$ cat config.mk
export PLATFORM = sky130hd
export DESIGN_NAME = escritura_status_rtc
export DESIGN_NICKNAME = d
export VERILOG_FILES = /design/src/rtl/escritura_status_rtc.sv
export SDC_FILE = /design/constraint.sdc
export NUM_CORES = 1
export LEC_CHECK = 0
export CORE_MARGIN = 2
export CORE_UTILIZATION = 53
export CTS_CLUSTER_SIZE = 16
export DETAILED_ROUTE_END_ITERATION = 10
export DONT_BUFFER_PORTS = 1
export PLACE_DENSITY = 0.73
export SLEW_MARGIN = 5
export SYNTH_ARGS = -nofsm -noshare
export SYNTH_HDL_FRONTEND = slang
export SYNTH_SLANG_ARGS = --single-unit
$ cat constraint.sdc
create_clock -name reloj -period 1.7 [get_ports reloj]
set_clock_uncertainty 0.2 [all_clocks]
set_input_delay 0.425 -clock reloj [delete_from_list [all_inputs] [get_ports reloj]]
set_output_delay 0.425 -clock reloj [all_outputs]
set_load 0.01 [all_outputs]
$ cat src/rtl/escritura_status_rtc.sv
// escritura_status_rtc: writes the latched status byte to the RTC status
// register over a multiplexed address/data bus. The write has an address
// phase followed by a data phase, and each phase runs setup, strobe and hold.
//
// Ports:
//   reloj                - clock; all logic is on its rising edge
//   resetM               - synchronous reset, active high
//   Mod_s[7:0]           - status byte, latched when a transaction starts
//   enable_status_crono  - request from the status stage
//   enable_status_fh     - request from the status stage
//   AD_out[7:0]          - multiplexed address/data bus value
//   AD_oe                - pad output enable (1 = drive)
//   A_D                  - 0 = address phase, 1 = data phase
//   CS_n, WR_n, RD_n     - RTC strobes, active low (RD_n is held at 1)
//   busy                 - transaction in progress
//   done                 - one-cycle pulse on completion
module escritura_status_rtc #(
  parameter logic [7:0]  ADDR_STATUS = 8'h00,
  parameter int unsigned T_SU        = 2,
  parameter int unsigned T_PW        = 4,
  parameter int unsigned T_H         = 2
) (
  input  logic       reloj,
  input  logic       resetM,
  input  logic [7:0] Mod_s,
  input  logic       enable_status_crono,
  input  logic       enable_status_fh,
  output logic [7:0] AD_out,
  output logic       AD_oe,
  output logic       A_D,
  output logic       CS_n,
  output logic       WR_n,
  output logic       RD_n,
  output logic       busy,
  output logic       done
);

  localparam int unsigned T_MAX = (T_SU > T_PW) ? ((T_SU > T_H) ? T_SU : T_H)
                                                : ((T_PW > T_H) ? T_PW : T_H);
  localparam int unsigned CW    = $clog2(T_MAX) + 1;

  // A zero-length phase cannot be timed by the counter.
  if (T_SU == 0 || T_PW == 0 || T_H == 0) begin : g_bad_timing
    $error("escritura_status_rtc: T_SU, T_PW and T_H must all be >= 1");
  end

  typedef enum logic [2:0] {
    IDLE = 3'd0,
    A_SU = 3'd1,
    A_PW = 3'd2,
    A_H  = 3'd3,
    D_SU = 3'd4,
    D_PW = 3'd5,
    D_H  = 3'd6,
    DONE = 3'd7
  } state_t;

  state_t        state, state_n;
  logic [CW-1:0] cnt, dur;
  logic          req, req_q, start, last;
  logic [7:0]    byte_q;

  // Next-value signals for the registered outputs
  logic [7:0] ad_out_n;
  logic       ad_oe_n, a_d_n, strobe_n, busy_n, done_n;

  assign req   = enable_status_crono | enable_status_fh;
  assign start = req & ~req_q;

  // Duration of the current phase state; last cycle when the counter reaches it.
  always_comb begin
    dur = CW'(1);
    case (state)
      A_SU, D_SU: dur = CW'(T_SU);
      A_PW, D_PW: dur = CW'(T_PW);
      A_H,  D_H:  dur = CW'(T_H);
      default:    dur = CW'(1);
    endcase
    last = (cnt == dur - CW'(1));
  end

  // Next-state logic; outputs are decoded from the state being entered.
  always_comb begin
    state_n  = state;
    ad_out_n = 8'h00;
    ad_oe_n  = 1'b0;
    a_d_n    = 1'b0;
    strobe_n = 1'b0;
    busy_n   = 1'b0;
    done_n   = 1'b0;

    case (state)
      IDLE:    if (start) state_n = A_SU;
      A_SU:    if (last)  state_n = A_PW;
      A_PW:    if (last)  state_n = A_H;
      A_H:     if (last)  state_n = D_SU;
      D_SU:    if (last)  state_n = D_PW;
      D_PW:    if (last)  state_n = D_H;
      D_H:     if (last)  state_n = DONE;
      DONE:    state_n = IDLE;
      default: state_n = IDLE;
    endcase

    case (state_n)
      A_SU, A_PW, A_H: begin
        ad_out_n = ADDR_STATUS;
        ad_oe_n  = 1'b1;
        busy_n   = 1'b1;
        strobe_n = (state_n == A_PW);
      end
      D_SU, D_PW, D_H: begin
        // On the IDLE->A_SU edge Mod_s is latched, so byte_q is valid here.
        ad_out_n = byte_q;
        ad_oe_n  = 1'b1;
        a_d_n    = 1'b1;
        busy_n   = 1'b1;
        strobe_n = (state_n == D_PW);
      end
      DONE: begin
        // Bus released; address/data lines keep their last value.
        ad_out_n = byte_q;
        a_d_n    = 1'b1;
        busy_n   = 1'b1;
        done_n   = 1'b1;
      end
      default: begin
        ad_out_n = 8'h00;
      end
    endcase
  end

  // State, counter, request edge and byte latch
  always_ff @(posedge reloj) begin
    if (resetM) begin
      state  <= IDLE;
      cnt    <= '0;
      req_q  <= 1'b0;
      byte_q <= 8'h00;
    end else begin
      state <= state_n;
      req_q <= req;
      cnt   <= (state_n != state) ? '0 : cnt + CW'(1);
      if (state == IDLE && start) byte_q <= Mod_s;
    end
  end

  // Registered outputs
  always_ff @(posedge reloj) begin
    if (resetM) begin
      AD_out <= 8'h00;
      AD_oe  <= 1'b0;
      A_D    <= 1'b0;
      CS_n   <= 1'b1;
      WR_n   <= 1'b1;
      RD_n   <= 1'b1;
      busy   <= 1'b0;
      done   <= 1'b0;
    end else begin
      AD_out <= ad_out_n;
      AD_oe  <= ad_oe_n;
      A_D    <= a_d_n;
      CS_n   <= ~strobe_n;
      WR_n   <= ~strobe_n;
      RD_n   <= 1'b1;
      busy   <= busy_n;
      done   <= done_n;
    end
  end

endmodule

==> results of run 1 <==
cells in the mapped netlist, drive strengths merged (2+ instances only):
cell and count:
nand2b 3, clkbuf 4, or3 2, buf 5, and2 10, o311a 2, nor2 14, xor2 2
a31oi 3, mux2i 9, nor2b 5, o21ai 3, nor4b 2, a21oi 5, dfxtp 27, nor4bb 2
nand2 3
final cells by class:
| class | count | area [um^2] | share of cell area (%) |
|---|---|---|---|
| Multi-Input combinational cell | 76 | 557 | 42.7 |
| Sequential cell | 27 | 544 | 41.8 |
| Timing Repair Buffer | 16 | 134 | 10.3 |
| Tap cell | 27 | 33.8 | 2.59 |
| Clock buffer | 3 | 22.5 | 1.73 |
| Clock inverter | 1 | 7.51 | 0.576 |
| Inverter | 1 | 3.75 | 0.288 |
sequential cells by signal, summed over array words and instances, names as in the netlist:
signal,cells
cnt,3
AD_oe,1
done,1
WR_n,1
req_q,1
AD_out,8
busy,1
byte_q,8
state,3
routing by layer:
metal / vias up / part of all wire [%] / track usage [%]
li1: 401 / - / -
met1: 391 / 44 / 19.3
met2: 29 / 50 / 30.2
met3: 2 / 5.0 / 3.94
met4: 0 / 1.3 / 6.94
met5: - / 0 / 0
power groups by stage:
stage	Combinational (uW)	Clock, uW	Sequential [uW]
4_1_cts	705	296	796
3_3_place_gp	602	0	803
3_5_place_dp	620	0	809
2_1_floorplan	471	0	793
5_1_grt	789	313	813
6_report	729	296	803
path summary, 6_finish.rpt:
kind | to | depth (start not counted)
max | WR_n$_SDFF_PP1_ | 6
min | byte_q[2]$_SDFFE_PP0P_ | 1
max reg2reg | WR_n$_SDFF_PP1_ | 6
min reg2reg | AD_out[1]$_SDFF_PP0_ | 1
worst max-delay path, cell delays in order, from the launching register on:
cell and delay, ns:
dfxtp_2 0.35, or3_4 0.38, or3_4 0.34, a31oi_4 0.20, buf_4 0.15, and3_1 0.14
a211oi_1 0.04
stage by stage:
step | utilization [%] | setup slack [ns] | cells
CTS | 65.1 | -0.185 | 150
global placement | 61.2 | -0.137 | 143
finish | 66.4 | -0.195 | 151
global route | 66.4 | -0.238 | 151
floorplan | - | -0.144 | 113
detailed placement | 61.2 | -0.211 | 143
logic make-up (layout without fill, tap and decap cells):
kind of cell    count (synthesis)  after routing  share of synthesized area (%)
flops                          27             27                           48.6
simple gates                   47             47                           25.4
other cells                     1              1                          0.337
compound gates                 16             16                           10.6
xor+xnor                        2              2                           1.58
mux                             9              9                           8.10
buf+inv                        10             21                           4.27
fa+ha+maj                       1              1                           1.12
timing repair:
item,4_1_cts,5_1_grt
gates resized for setup,5,3
hold endpoints to repair,11,10
pin swaps,1,3
buffers inserted,2,1
endpoints found under the setup margin,15,23
==> impl_results.md, run 1 <==
- Ys flop type: dfxtp_1
- 1st-iter DRT viols: 17
- Final worst slack: -0.195 ns
- Largest cells by area after synthesis: dfxtp_1, mux2i_1, and2_1
- Hold wc startpoint: resetM
- Setup violators final: 15
- Vias per inst: 5.45
- Worst EP required: 1.74 ns
- Num rows: 16
- Fmax: 0.528 GHz
- Peak VDD IR: 0.944 mV
- Top-Level Pins: 27
- GP Congestion: 0.845
- Worst Setup End Kind: flop
- Yosys top cell area share: 48.6%
- RR Startpoint: state[0]$_SDFF_PP0_
- Via count: 823
- Die Footprint: 2480 um^2
- Cell internal pwr: 1210 uW
- Antenna-violating nets left: 0
- Psw: 613 uW
- Final period util: 111%
- Routed len/inst: 13.8 um
- Status: complete, but fails checks
- Placed inst area: 1200 um^2
- Synth Register Bits: 27
- # hold bufs at CTS: 1
- Post-synth ARST share: 0%
- Sequential area share after synthesis: 48.6%
- CTS root buffer: clkbuf_4
- Post-synth EDFFs: 0
- CTS Buf Count: 3
- Highest-count cells in the layout ignoring fill and taps: dfxtp_1, nor2_1, buf_4
- Critical path launch point type: flop
- Initial antenna violation count: 0
- Syn Nets: 126
- Final design area excluding fillers: 1300 um^2
- Die height: 49.8 um
- Overflow after GRT: 0
- Worst path arrival time: 1.94 ns
- Core box area: 1960 um^2
- Fin Setup TNS: -1.86 ns
- Power share of the sequential group: 43.9%
- WL final: 2.09 mm
- Yosys top cell by area: dfxtp_1
- Post-synthesis cell count: 113
- Input/output buffers: 0
- First-pass GRT wire length: 3.19 mm
- FF-to-FF setup slack: -0.20 ns
- Pin count of the biggest net entering global routing: 19
- MaxCap Viol Count: 0
- Most common cell after layout, fill and taps aside: dfxtp_1
- Final net count: 138
- Post-DP HPWL: 1.37 mm
- Worst hold path type: input port to flop
- Die width: 49.8 um
- Failing checks: hold timing, setup timing
- Syn. warnings: 0
- Power per cell area: 1400 nW/um^2
- Max Root-Sink Buffers: 2
- Clock tree from TritonCTS: built
- Setup CP Type: flop to flop
- Pins Over Slew Limit: 0
- Share of layout cells above drive strength 1: 24.2%
- Overall Global Routing Usage: 17.0%
- PnR Total Power: 1830 uW
- Fin. Hold Viols: 10
- Comb pwr share: 39.9%
- Min Tclk post-route: 1.90 ns
- CTS Sinks: 27
- Yosys cell types: 34
- Syn_area_per_cell: 9.84 um^2
- Drt first pass iters: 4
- Unrepaired setup endpoints after global routing: yes
- CP Launch Point: state[0]$_SDFF_PP0_
- Crit-path max FO: 3
- Lkg Pwr: 0.000529 uW
- Sw Share: 33.5%
- DRC: 0
- Fillers: 166
- Clock latency on the worst-skew pair: 0.34 ns
- Initial core utilization: 56.7%
- Syn Std Cell Area: 1110 um^2
- Min Hold Slack: -0.0696 ns
- Vias in the first global route: 752
- Register clock-pin slew on the reported worst setup and hold paths: 0.16 ns
- Clock H-tree levels: 1
- Clk pwr share: 16.2%
- ANT cells: 0
- Layout area overhead: 17.1%
No activity file was read; power rests on OpenSTA's default activity.
==> run 2, diff against run 1 <==
--- a/config.mk
+++ b/config.mk
@@ -5,12 +5,15 @@
 export SDC_FILE = /design/constraint.sdc
 export NUM_CORES = 1
 export LEC_CHECK = 0
+export CELL_PAD_IN_SITES_DETAIL_PLACEMENT = 0
+export CELL_PAD_IN_SITES_GLOBAL_PLACEMENT = 1
 export CORE_MARGIN = 2
-export CORE_UTILIZATION = 53
+export CORE_UTILIZATION = 41
 export CTS_CLUSTER_SIZE = 16
 export DETAILED_ROUTE_END_ITERATION = 10
 export DONT_BUFFER_PORTS = 1
-export PLACE_DENSITY = 0.73
+export GPL_TIMING_DRIVEN = 0
+export PLACE_DENSITY = 0.74
 export SLEW_MARGIN = 5
 export SYNTH_ARGS = -nofsm -noshare
 export SYNTH_HDL_FRONTEND = slang
==> run 2 against run 1 <==
The flow finishes with violations (setup timing); largest power group unchanged; sequential share of layout area rose by 1.8 points; non-clock buffer count fell by 2; sequential power rose by 0.5%; via count fell by 1.7%; register-to-register slack got worse by 0.05 ns; flip-flop and latch count did not move; power fell by 4.3%; hold slack improved by 0.13 ns; combinational power fell by 5.8%.
==> impl_results.md, run 2 (synthesis results as in run 1) <==
- Drt first pass iters: 4 (unchanged)
- 1st-iter DRT viols: 10 (was 17)
- CTS root buffer: clkbuf_4 (unchanged)
- FF-to-FF setup slack: -0.25 ns (was -0.20 ns)
- Input/output buffers: 0 (unchanged)
- Setup CP Type: flop to flop (unchanged)
- Pre-CTS setup slack: -0.319 ns (was -0.211 ns)
- WL final: 2.05 mm (was 2.09 mm)
- Top Registers: AD_out (8), byte_q (8) (unchanged)
- CP Buf/Inv Count: 0 (was 1)
- Global routing usage on met3: 4.65% (was 3.94%)
- Final design area excluding fillers: 1260 um^2 (was 1300 um^2)
- Overall Global Routing Usage: 13.3% (was 17.0%)
- Via count: 809 (was 823)
- Worst Setup End Kind: flop (unchanged)
- R2r endpoint: state[1]$_SDFF_PP0_ (was WR_n$_SDFF_PP1_)
- Setup violators final: 15 (unchanged)
- Die height: 56.1 um (was 49.8 um)
- Worst r2r path cells: 5 (was 6)
- Critical path launch point type: flop (unchanged)
- Min Tclk post-route: 1.95 ns (was 1.90 ns)
- WHS Path Cells: 2 (was 1)
- Power per cell area: 1390 nW/um^2 (was 1400 nW/um^2)
- Initial antenna violation count: 0 (unchanged)
- RR Startpoint: state[0]$_SDFF_PP0_ (unchanged)
- CP max-delay cell: or3_4 (unchanged)
- Lkg Pwr: 0.000504 uW (was 0.000529 uW)
- Peak VDD IR: 0.823 mV (was 0.944 mV)
- Post-layout util: 50.0% (was 66.4%)
- MaxCap Viol Count: 0 (unchanged)
- Max Root-Sink Buffers: 2 (unchanged)
- CP peak stage delay: 0.38 ns (about the same)
- Clk pwr share: 14.6% (was 16.2%)
- PnR Total Power: 1750 uW (was 1830 uW)
- Unrepaired setup endpoints after global routing: yes (unchanged)
- Cell internal pwr: 1180 uW (was 1210 uW)
- ANT cells: 0 (unchanged)
- GP Congestion: 0.823 (was 0.845)
- Clock tree from TritonCTS: built (unchanged)
- Comb pwr share: 39.2% (was 39.9%)
- Worst hold path type: input port to flop (unchanged)
- Final worst slack: -0.248 ns (was -0.195 ns)
- DRC: 0 (unchanged)
- Failing checks: setup timing (was hold timing, setup timing)
- First-pass GRT wire length: 3.27 mm (was 3.19 mm)
- Hold-critical path endpoint: byte_q[7]$_SDFFE_PP0P_ (was byte_q[2]$_SDFFE_PP0P_)
- Num rows: 18 (was 16)
- Clock H-tree levels: 1 (unchanged)
- Top-Level Pins: 27 (unchanged)
- Most common cell after layout, fill and taps aside: dfxtp_1 (unchanged)
- Worst path arrival time: 1.93 ns (was 1.94 ns)
- Busiest layer in global routing: met2 (unchanged)
- Fin. Hold Viols: 0 (was 10)
- CTS Buf Count: 3 (unchanged)
- Worst path cell trace: or3_4 -> or3_4 -> a31oi_4 -> mux2i_1 -> a21oi_1 (was or3_4 -> or3_4 -> a31oi_4 -> buf_4 -> and3_1 -> a211oi_1)
- Status: complete, but fails checks (unchanged)
- Most frequent cell on the critical path: or3_4 (unchanged)
- Vias in the first global route: 701 (was 752)
- Hold wc startpoint: Mod_s[7] (was resetM)
- Share of layout cells above drive strength 1: 20.5% (was 24.2%)
- Psw: 567 uW (was 613 uW)
- Die Footprint: 3150 um^2 (was 2480 um^2)
- Overflow after GRT: 0 (unchanged)
- Register clock-pin slew on the reported worst setup and hold paths: 0.13 ns (was 0.16 ns)
- GR Util met1: 17.2% (was 19.3%)
- Final net count: 136 (was 138)
- Antenna-violating nets left: 0 (unchanged)
- Highest-count cells in the layout ignoring fill and taps: dfxtp_1, nor2_1, and2_1 (was dfxtp_1, nor2_1, buf_4)
- Fmax: 0.513 GHz (was 0.528 GHz)
- Placed inst area: 1150 um^2 (was 1200 um^2)
- Pins Over Slew Limit: 0 (unchanged)
- Power share of the sequential group: 46.1% (was 43.9%)
- Vias per inst: 5.32 (was 5.45)
- CTS Sinks: 27 (unchanged)
- Clock latency on the worst-skew pair: 0.31 ns (was 0.34 ns)
- Routed len/inst: 13.5 um (was 13.8 um)
- Core box area: 2520 um^2 (was 1960 um^2)
- Worst EP required: 1.68 ns (was 1.74 ns)
- Sw Share: 32.4% (was 33.5%)
- Met2 usage: 20.8% (was 30.2%)
- Post-DP HPWL: 1.44 mm (was 1.37 mm)
- Layout area overhead: 13.5% (was 17.1%)
- Top delay family on crit path: simple AND/OR/NAND/NOR gates (unchanged)
- Pin count of the biggest net entering global routing: 15 (was 19)
- Die width: 56.1 um (was 49.8 um)
- Final period util: 115% (was 111%)
- Crit-path max FO: 2 (was 3)
- Initial core utilization: 44.1% (was 56.7%)
==> run 2: changes by cell type in the layout (fill, tap and decap cells not counted), sizes merged <==
cell / delta
buf: -4
clkbuf: +4
dlygate4sd3: -1
clkinvlp: -1
==> run 2: per-layer routing <==
metal	up-vias	part of all wire [%]	wire, um
met5	-	0	0
met4	0	0.49	10
met2	18	45	932
met3	2	4.5	93
met1	386	49	1010
li1	403	-	-
==> run 2: cell type report <==
cell class | instances | area (um^2)
clock buffer | 4 | 26.3
buffer | 8 | 52.6
multi-input combinational | 76 | 543
fill | 255 | 1260
tap | 30 | 37.5
timing repair buffer | 6 | 48.8
inverter | 1 | 3.75
sequential | 27 | 551
==> run 2: timing repair <==
action,in CTS,in global routing
hold buffers,0,0
setup buffers,2,3
endpoints found under the setup margin,24,25
gates cloned,0,1
hold endpoints to repair,0,0
pin swaps,2,3
gates resized for setup,4,13
==> run 2: power by group through the flow <==
stage	sequential, uW	clock [uW]	combinational, uW
2_1_floorplan	793	0	471
3_5_place_dp	811	0	563
5_1_grt	822	292	753
3_3_place_gp	805	0	548
4_1_cts	804	272	604
6_report	807	256	687
==> run 2: worst max path at each step <==
stage	cells after the start	slack, ns	from	endpoint
after global routing	6	-0.27	state[0]$_SDFF_PP0_	WR_n$_SDFF_PP1_
after floorplan	5	-0.14	state[0]$_SDFF_PP0_	state[1]$_SDFF_PP0_
final	5	-0.25	state[0]$_SDFF_PP0_	state[1]$_SDFF_PP0_
after CTS	5	-0.28	state[0]$_SDFF_PP0_	state[1]$_SDFF_PP0_
after global placement	5	-0.31	state[0]$_SDFF_PP0_	state[1]$_SDFF_PP0_
after detailed placement	5	-0.32	state[0]$_SDFF_PP0_	state[1]$_SDFF_PP0_
==> run 2: metrics by stage <==
step                      cells  TNS, ns  hold WS (ns)
after floorplan             113   -0.345         0.229
after global placement      143    -3.30         0.232
after detailed placement    143    -3.96         0.245
after CTS                   148    -1.65        0.0435
after global routing        152    -3.31        0.0437
final                       152    -2.35        0.0584
==> run 3, diff against run 2 <==
--- a/config.mk
+++ b/config.mk
@@ -7,7 +7,6 @@
 export LEC_CHECK = 0
 export CELL_PAD_IN_SITES_DETAIL_PLACEMENT = 0
 export CELL_PAD_IN_SITES_GLOBAL_PLACEMENT = 1
-export CORE_MARGIN = 2
 export CORE_UTILIZATION = 41
 export CTS_CLUSTER_SIZE = 16
 export DETAILED_ROUTE_END_ITERATION = 10
==> run 3 against run 2 <==
The run still ends with setup timing left; hold slack got worse by 0.0043 ns; sequential share of layout area decreased by 0.53 points; final area increased by 0.99%; combinational power increased by 4.1%; core utilization increased by 0.50 points; critical path type unchanged; largest cell class is now multi-input gates.
==> impl_results.md, run 3 (synthesis results as in run 1) <==
- Status: complete, but fails checks (unchanged)
- Failing checks: setup timing (unchanged)
- ANT cells: 0 (unchanged)
- Worst hold path type: input port to flop (unchanged)
- Input/output buffers: 0 (unchanged)
- DRC: 0 (unchanged)
- Global routing usage on met3: 5.93% (was 4.65%)
- CTS Sinks: 27 (unchanged)
- # placed instances: 143 (unchanged)
- Clk pwr share: 14.5% (was 14.6%)
- Power share of the sequential group: 45.3% (was 46.1%)
- Busiest layer in global routing: met2 (unchanged)
- Peak VDD IR: 0.773 mV (was 0.823 mV)
- Register clock-pin slew on the reported worst setup and hold paths: 0.13 ns (about the same)
- Setup CP Type: flop to flop (unchanged)
- Core box area: 2520 um^2 (unchanged)
- Routed len/inst: 12.5 um (was 13.5 um)
- Vias in the first global route: 641 (was 701)
- Cell internal pwr: 1200 uW (was 1180 uW)
- Initial core utilization: 44.1% (unchanged)
- Die height: 54.1 um (was 56.1 um)
- First-pass GRT wire length: 2.88 mm (was 3.27 mm)
- Clock latency on the worst-skew pair: 0.31 ns (about the same)
- Final net count: 135 (was 136)
- Sequential cell area: 549 um^2 (was 551 um^2)
- Area of the multi-input gates: 564 um^2 (was 543 um^2)
- WHS Path Cells: 2 (unchanged)
- Critical path launch point type: flop (unchanged)
- Vias per inst: 5.23 (was 5.32)
- Num rows: 18 (unchanged)
- Fin Setup TNS: -2.32 ns (was -2.35 ns)
- Comb pwr share: 40.2% (was 39.2%)
- Lkg Pwr: 0.000502 uW (was 0.000504 uW)
- Die Footprint: 2930 um^2 (was 3150 um^2)
- # hold bufs at CTS: 0 (unchanged)
- Layout Cells excl Fill: 151 (was 152)
- Pins Over Slew Limit: 0 (unchanged)
- Top Registers: AD_out (8), byte_q (8) (unchanged)
- Final worst slack: -0.311 ns (was -0.248 ns)
- Fmax: 0.497 GHz (was 0.513 GHz)
- Post-layout util: 50.5% (was 50.0%)
- Fin. Hold Viols: 0 (unchanged)
- 1st-iter DRT viols: 8 (was 10)
- Antenna-violating nets left: 0 (unchanged)
- Min Tclk post-route: 2.01 ns (was 1.95 ns)
- Power per cell area: 1390 nW/um^2 (about the same)
- Most common cell after layout, fill and taps aside: dfxtp_1 (unchanged)
- Top-Level Pins: 27 (unchanged)
- Pin count of the biggest net entering global routing: 15 (unchanged)
- CTS Buf Count: 3 (unchanged)
- Worst r2r path cells: 5 (unchanged)
- Worst Setup End Kind: flop (unchanged)
- Initial antenna violation count: 0 (unchanged)
- Die width: 54.1 um (was 56.1 um)
- Worst EP required: 1.69 ns (was 1.68 ns)
- CTS root buffer: clkbuf_4 (unchanged)
- Sw Share: 32.2% (was 32.4%)
- GR Util met1: 18.6% (was 17.2%)
- PnR Total Power: 1780 uW (was 1750 uW)
- Clock H-tree levels: 1 (unchanged)
- Clock tree from TritonCTS: built (unchanged)
- WL final: 1.88 mm (was 2.05 mm)
- Crit-path max FO: 4 (was 2)
- Overall Global Routing Usage: 13.8% (was 13.3%)
- MaxCap Viol Count: 0 (unchanged)
- Worst path arrival time: 2.00 ns (was 1.93 ns)
- Post-DP HPWL: 1.29 mm (was 1.44 mm)
- Min Hold Slack: 0.0541 ns (was 0.0584 ns)
- Unrepaired setup endpoints after global routing: yes (unchanged)
- Drt first pass iters: 4 (unchanged)
- Layout area overhead: 14.6% (was 13.5%)
- GP Congestion: 0.810 (was 0.823)
- Fillers: 236 (was 255)
- Final period util: 118% (was 115%)
- Via count: 789 (was 809)
- Overflow after GRT: 0 (unchanged)
- Psw: 573 uW (was 567 uW)
- Share of layout cells above drive strength 1: 21.5% (was 20.5%)
- Met2 usage: 20.0% (was 20.8%)
- Setup violators final: 15 (unchanged)
- Highest-count cells in the layout ignoring fill and taps: dfxtp_1, nor2_1, and2_1 (unchanged)
- Max Root-Sink Buffers: 2 (unchanged)
run 3: changes by cell type in the layout (fill, tap and decap cells not counted):
cell     change
dfxtp_2      -1
o311a_4      +1
buf_4        -1
nor4_2       +1
mux2i_1      -1
dfxtp_1      +1
nor4_1       -1
o311a_1      -1
mux2i_2      +1
run 3: cell type report:
type | count | area share, %
multi-input cells | 76 | 44.3
clock buffers | 4 | 2.06
well taps | 30 | 2.94
repair buffers | 5 | 3.24
flip-flops and latches | 27 | 43.1
inverters | 1 | 0.294
plain buffers | 8 | 4.12
run 3: stage by stage:
stage	worst slack [ns]	instance area, um^2
6_report	-0.311	1270
5_1_grt	-0.330	1270
4_1_cts	-0.300	1250
3_5_place_dp	-0.309	1150
3_3_place_gp	-0.310	1150
2_1_floorplan	-0.144	1120
run 3: worst max-delay path: stages (launching register included):
cell     delay (ns)
dfxtp_4        0.37
or3_4          0.38
or3_4          0.34
a31oi_4        0.24
mux2i_2        0.27
a21oi_1        0.09
run 3: repair_timing:
item                                    in CTS  in global routing
endpoints found under the setup margin      24                 23
pin swaps                                    3                  4
hold endpoints to repair                     0                  0
resized for setup                           11                  7
gates cloned                                 1                  0
setup buffers                                4                  0
run 3: power by group through the flow:
| stage | clock network [uW] | registers [uW] | logic, uW |
|---|---|---|---|
| 4_1_cts | 271 | 803 | 681 |
| 5_1_grt | 296 | 822 | 773 |
| 2_1_floorplan | 0 | 793 | 471 |
| 3_3_place_gp | 0 | 806 | 547 |
| 3_5_place_dp | 0 | 810 | 549 |
| 6_report | 258 | 804 | 715 |
run 3: worst paths after layout:
check	start	end	slack [ns]
hold / removal	Mod_s[0]	byte_q[0]$_SDFFE_PP0P_	0.05
setup / recovery	state[0]$_SDFF_PP0_	state[1]$_SDFF_PP0_	-0.31
setup reg to reg	state[0]$_SDFF_PP0_	state[1]$_SDFF_PP0_	-0.31
hold reg to reg	byte_q[6]$_SDFFE_PP0P_	AD_out[6]$_SDFF_PP0_	0.26
run 3: metal layers:
| metal | share of wire, % | vias to the layer above |
|---|---|---|
| li1 | - | 402 |
| met1 | 47 | 361 |
| met2 | 45 | 22 |
| met3 | 6.2 | 4 |
| met4 | 1.2 | 0 |
| met5 | 0 | - |
